$ cat src/rtl/enc_8_3_stream_pkg.sv
// rtl/enc_8_3_stream_pkg.sv - shared types, default widths and popcount helper
package enc_pkg;

  typedef enum logic {
    IDLE = 1'b0,
    BUSY = 1'b1
  } state_t;

  localparam int N_DEF  = 8;
  localparam int CW_DEF = 3;

  // Counts set bits; callers zero-extend their vector to 32 bits.
  function automatic int unsigned popcount(input logic [31:0] v);
    int unsigned c;
    c = 0;
    for (int i = 0; i < 32; i++) begin
      if (v[i]) c++;
    end
    return c;
  endfunction

endpackage

$ cat src/rtl/enc_8_3_stream_if.sv
// rtl/enc_8_3_stream_if.sv - request/code handshake bundle for the stream encoder
interface enc_8_3_stream_if
  import enc_pkg::*;
#(
  parameter int N = N_DEF
);
  localparam int CW = $clog2(N);

  logic          in_valid;
  logic          in_ready;
  logic [N-1:0]  req;
  logic          out_valid;
  logic          out_ready;
  logic [CW-1:0] y;
  logic          out_last;
  logic [CW:0]   cnt;
  logic          zero_err;

  modport slave (
    input  in_valid, req, out_ready,
    output in_ready, out_valid, y, out_last, cnt, zero_err
  );

  modport master (
    output in_valid, req, out_ready,
    input  in_ready, out_valid, y, out_last, cnt, zero_err
  );

endinterface

$ cat src/rtl/enc_8_3_stream_prio_enc_n.sv
// rtl/enc_8_3_stream_prio_enc_n.sv - combinational highest-index priority encoder
module prio_enc_n #(
  parameter  int N  = 8,
  localparam int CW = $clog2(N)
) (
  input  logic [N-1:0]  i_vec,
  output logic [CW-1:0] o_idx,
  output logic          o_any
);

  // Ascending scan: the last set bit seen is the highest, so it wins.
  always_comb begin
    o_idx = '0;
    o_any = 1'b0;
    for (int i = 0; i < N; i++) begin
      if (i_vec[i]) begin
        o_idx = CW'(i);
        o_any = 1'b1;
      end
    end
  end

endmodule

$ cat src/rtl/enc_8_3_stream.sv
// rtl/enc_8_3_stream.sv - latches a request vector and streams out the index of each set bit, highest first
module enc_8_3_stream
  import enc_pkg::*;
#(
  parameter int N = N_DEF
) (
  input  logic             clk,
  input  logic             rst_n,
  input  logic             en,
  enc_8_3_stream_if.slave  bus
);

  localparam int CW = $clog2(N);

  state_t        r_state;
  state_t        w_state_nxt;
  logic [N-1:0]  r_pending;
  logic [N-1:0]  w_pending_nxt;
  logic [CW:0]   r_cnt;
  logic [CW:0]   w_cnt_nxt;
  logic          r_zero_err;
  logic          w_zero_err_nxt;

  logic [CW-1:0] w_idx;
  logic          w_any;
  logic          w_last;
  logic          w_in_ready;
  logic          w_accept;

  prio_enc_n #(.N(N)) u_prio (
    .i_vec (r_pending),
    .o_idx (w_idx),
    .o_any (w_any)
  );

  assign w_last     = (popcount(32'(r_pending)) == 1);
  // rst_n gates ready so nothing looks acceptable during the reset cycle.
  assign w_in_ready = rst_n && en && (r_state == IDLE);
  assign w_accept   = bus.in_valid && w_in_ready;

  always_comb begin
    w_state_nxt    = r_state;
    w_pending_nxt  = r_pending;
    w_cnt_nxt      = r_cnt;
    w_zero_err_nxt = 1'b0;
    case (r_state)
      IDLE: begin
        if (w_accept) begin
          if (bus.req != '0) begin
            w_pending_nxt = bus.req;
            w_cnt_nxt     = (CW+1)'(popcount(32'(bus.req)));
            w_state_nxt   = BUSY;
          end else begin
            w_zero_err_nxt = 1'b1;
          end
        end
      end
      BUSY: begin
        if (bus.out_ready && w_any) begin
          w_pending_nxt[w_idx] = 1'b0;
          if (w_last) w_state_nxt = IDLE;
        end
      end
      default: w_state_nxt = IDLE;
    endcase
  end

  always_ff @(posedge clk) begin
    if (!rst_n) begin
      r_state    <= IDLE;
      r_pending  <= '0;
      r_cnt      <= '0;
      r_zero_err <= 1'b0;
    end else begin
      r_state    <= w_state_nxt;
      r_pending  <= w_pending_nxt;
      r_cnt      <= w_cnt_nxt;
      r_zero_err <= w_zero_err_nxt;
    end
  end

  assign bus.in_ready  = w_in_ready;
  assign bus.out_valid = (r_state == BUSY);
  assign bus.y         = w_idx;
  assign bus.out_last  = (r_state == BUSY) && w_last;
  assign bus.cnt       = r_cnt;
  assign bus.zero_err  = r_zero_err;

endmodule

$ cat src/flat_wrapper.sv
// flat-port wrapper written by rule: the top's interface ports become plain ports
module enc_8_3_stream_flat import enc_pkg::*;
#(
  parameter int N = N_DEF
)
  (clk, rst_n, en, bus_in_valid, bus_req, bus_out_ready, bus_in_ready, bus_out_valid, bus_y, bus_out_last, bus_cnt, bus_zero_err);
  enc_8_3_stream_if #(.N(N)) bus_i ();
  input  logic clk;
  input  logic rst_n;
  input  logic en;
  input wire logic [$bits(bus_i.in_valid)-1:0] bus_in_valid;
  input wire logic [$bits(bus_i.req)-1:0] bus_req;
  input wire logic [$bits(bus_i.out_ready)-1:0] bus_out_ready;
  output wire logic [$bits(bus_i.in_ready)-1:0] bus_in_ready;
  output wire logic [$bits(bus_i.out_valid)-1:0] bus_out_valid;
  output wire logic [$bits(bus_i.y)-1:0] bus_y;
  output wire logic [$bits(bus_i.out_last)-1:0] bus_out_last;
  output wire logic [$bits(bus_i.cnt)-1:0] bus_cnt;
  output wire logic [$bits(bus_i.zero_err)-1:0] bus_zero_err;
  assign bus_i.in_valid = bus_in_valid;
  assign bus_i.req = bus_req;
  assign bus_i.out_ready = bus_out_ready;
  assign bus_in_ready = bus_i.in_ready;
  assign bus_out_valid = bus_i.out_valid;
  assign bus_y = bus_i.y;
  assign bus_out_last = bus_i.out_last;
  assign bus_cnt = bus_i.cnt;
  assign bus_zero_err = bus_i.zero_err;
  enc_8_3_stream #(.N(N)) u_core (.clk(clk), .rst_n(rst_n), .en(en), .bus(bus_i));
endmodule
$ cat config.mk
export PLATFORM = sky130hd
export DESIGN_NAME = enc_8_3_stream_flat
export DESIGN_NICKNAME = d
export VERILOG_FILES = /design/src/rtl/enc_8_3_stream_pkg.sv /design/src/rtl/enc_8_3_stream_if.sv /design/src/rtl/enc_8_3_stream_prio_enc_n.sv /design/src/rtl/enc_8_3_stream.sv /design/src/flat_wrapper.sv
export SDC_FILE = /design/constraint.sdc
export NUM_CORES = 1
export LEC_CHECK = 0
export CAP_MARGIN = 10
export CORE_MARGIN = 1
export CORE_UTILIZATION = 24
export CTS_CLUSTER_DIAMETER = 50
export DETAILED_ROUTE_END_ITERATION = 10
export GPL_TIMING_DRIVEN = 0
export PLACE_DENSITY_LB_ADDON = 0.3
export SLEW_MARGIN = 25
export SYNTH_ARGS = -nofsm -noshare
export SYNTH_HDL_FRONTEND = slang
export SYNTH_SLANG_ARGS = --single-unit
$ cat constraint.sdc
create_clock -name clk -period 5.69 [get_ports clk]
set_input_delay 1.138 -clock clk [delete_from_list [all_inputs] [get_ports clk]]
set_output_delay 1.138 -clock clk [all_outputs]
set_load 0.03 [all_outputs]
==> impl_metrics.yaml <==
status:
  outcome: "complete, no violations"
yosys:
  yosysUniqueCellTypes: 51
  syn_inst: 208
  avgSynthCellArea_um2: 8.02
  synth_seq_area_share_pct: 16.8
  synth_nets: 236
  yosysWarnings: 0
  ys_ff_latch: 14
  syn_area_um2: 1670
final_layout:
  layout_commonest_cell: "nand2_1"
  drive_gt1_share_pct: 22.8
  fillers: 727
  utilization_pct: 31.9
  diodes: 0
  syn2layout_area_growth_pct: 29.3
  final_nets: 266
  mostFrequentLayoutCells: "nand2_1 (22), clkdlybuf4s50_1 (17), xnor2_1 (15)"
placement:
  hpwl_um: 2930
  place.gp.congestion: 0.797
  numPortBuffers: 18
  dpl_worst_slack_ns: -0.651
sta:
  setup_tns_ns: 0
  drv_slew: 0
  worst-slew-pin-transition_ns: 0.475
  maxSlewHeadroom_pct: 68.1
  fmax_ghz: 0.185
  setup_violations: 0
  whs_ns: 0.447
  post-route-min-period_ns: 5.42
  finalClockSkew_ns: 0.00337
  final_hold_viol_count: 0
  fin_ws_ns: 0.274
  period_share_pct: 95.2
power_and_ir_drop:
  powerDensity_nw_per_um2: 187
  power.total_mw: 0.402
  ir_worst_vdd_mv: 0.0849
  p_leak_nw: 0.867
route:
  firstDrtPassIters: 4
  viasPerCell: 4.66
  drc: 0
  ant_nets: 0
  wl_per_cell_um: 12.0
  vias: 1476
  dr.first_iter.drc_count: 32
  wirelength_um: 3820
global_routing:
  grtUsageTotal_pct: 10.9
  antenna_found_initial: 0
  grt_pass1_wl_um: 6420
  grt-ovfl-total: 0
  grt_pass1_vias: 1404
  grt_max_degree: 11
critical_path:
  worst-setup-path-type: "reg2out"
  cp_top_family: "adder cells"
  crit_buf_inv: 3
  crit_fanout: 3
  cp-startpoint: "u_core.r_pending[0]"
  crit_end: "bus_out_last"
  worst-path-stages: 25
  start_kind: "register"
  crit_path_end_kind: "primary output"
  cp.arrival_ns: 4.28
  required_ns: 4.55
  r2r_setup_slack_ns: 1.64
  reg2reg_from: "u_core.r_pending[0]"
  reg2regPathDepth: 25
  cpMaxStageDelayCell: "dfxtp_2"
  timing.rr.end: "u_core.bus.out_valid"
  slowest_delay_ns: 0.35
die:
  row_count: 30
  io_pins: 24
  die_w_um: 85.4
  initial_core_util_pct: 24.7
  core_um2: 6760
  die_h_um: 85.4
  die_area_um2: 7290
clock_tree:
  clk_latency_ns: 0.24
  clockBufferDepth: 2
  path_clk_slew_ns: 0.06
  numCtsBuffers: 3
  cts_tree: "built"
  cts.htree.levels: 1
  cts_sinks: 14
  cts-root-buf: "clkbuf_8"
  cts_hold_buf: 0
run:
  cap_viol_max_count: 0
worst_hold_path:
  min_path_type: "reg2reg"
## worst min path at each step
stage,depth (start not counted),slack [ns],end,from
floorplan,2,0.47,u_core.r_pending[1],u_core.r_pending[1]
global placement,2,0.44,u_core.bus.cnt[0],u_core.bus.cnt[0]
detailed placement,2,0.44,u_core.bus.cnt[0],u_core.bus.cnt[0]
CTS,2,0.45,u_core.bus.cnt[0],u_core.bus.cnt[0]
global route,2,0.48,u_core.bus.cnt[0],u_core.bus.cnt[0]
finish,2,0.45,u_core.bus.cnt[0],u_core.bus.cnt[0]
## tightest hold or removal path: stages, from the launching register on
cell and delay, ns:
dfxtp_1 0.31, nand2_1 0.05, o21ai_1 0.05
## flip-flops by register name (all words and copies together) (netlist names)
register and flops:
u_core.bus.cnt 4, u_core.bus.out_valid 1, u_core.bus.zero_err 1, u_core.r_pending 8
## synth_stat cells (all sizes together)
cell,n,area [um^2]
nand2,27,101
xnor2,20,228
inv,18,67.6
ha,15,188
dfxtp,14,280
nor2,14,52.6
o21ai,14,73.8
buf,8,51.3
clkbuf,6,22.5
xor2,6,60.1
a21boi,5,37.5
a21oi,5,28.8
a22oi,4,30.0
and3,4,30.0
nand3,4,20.0
o31ai,4,30.0
a31oi,3,18.8
and2,3,18.8
nor2b,3,18.8
nor4,3,31.3
o2111ai,3,26.3
a211oi,2,15.0
a21o,2,15.0
mux2,2,22.5
o21a,2,15.0
o21bai,2,15.0
xor3,2,50.1
a211o,1,8.76
a311o,1,10.0
and3b,1,8.76
maj3,1,10.0
mux2i,1,10.0
nand3b,1,7.51
nand4,1,6.26
nand4b,1,8.76
o211a,1,10.0
o211ai,1,12.5
o311a,1,10.0
o311ai,1,8.76
o41ai,1,8.76
## logic make-up after synthesis
group	synth area share, %
AOI/OAI and AO/OA	22.4
xor gates and xnor gates	20.3
adders and majority gates	11.9
buffers and inverters	8.48
DFF	16.8
muxes	1.95
and+or+nand+nor	18.2
## timing repair
action | in CTS | in global routing
setup buffers | 5 | 2
setup endpoints to repair | 1 | 1
resized for setup | 15 | 17
pin swaps | 4 | 11
## per-stage QoR
stage	cell area, um^2	std cells
after floorplan	1670	208
after global placement	1950	306
after detailed placement	1950	306
after CTS	2080	315
after global routing	2160	317
final	2160	317
## report_power, final
part	internal, mW	leakage [nW]	switching [mW]
logic	0.0950	0.724	0.105
clock network	0.0613	0.0288	0.0359
registers	0.103	0.115	0.00291
total	0.259	0.867	0.143
## routing by layer
metal  wire [um]  vias to the layer above  share of wire [%]  track usage, %
met4          41                        0                1.1            2.73
met2        1830                       23                 48            18.5
li1            -                      777                  -               -
met1        1840                      670                 48            14.4
met5           0                        -                  0               0
met3         105                        6                2.8            1.56
## layout make-up
cell class	instances	area, um^2	share of cell area (%)
clock buffers	4	55.1	2.55
inverters	18	67.6	3.13
multi-input cells	162	1340	62.3
plain buffers	14	73.8	3.42
flip-flops and latches	14	283	13.1
well taps	80	100	4.64
repair buffers	25	234	10.9
(Power assumes the default switching activity.)
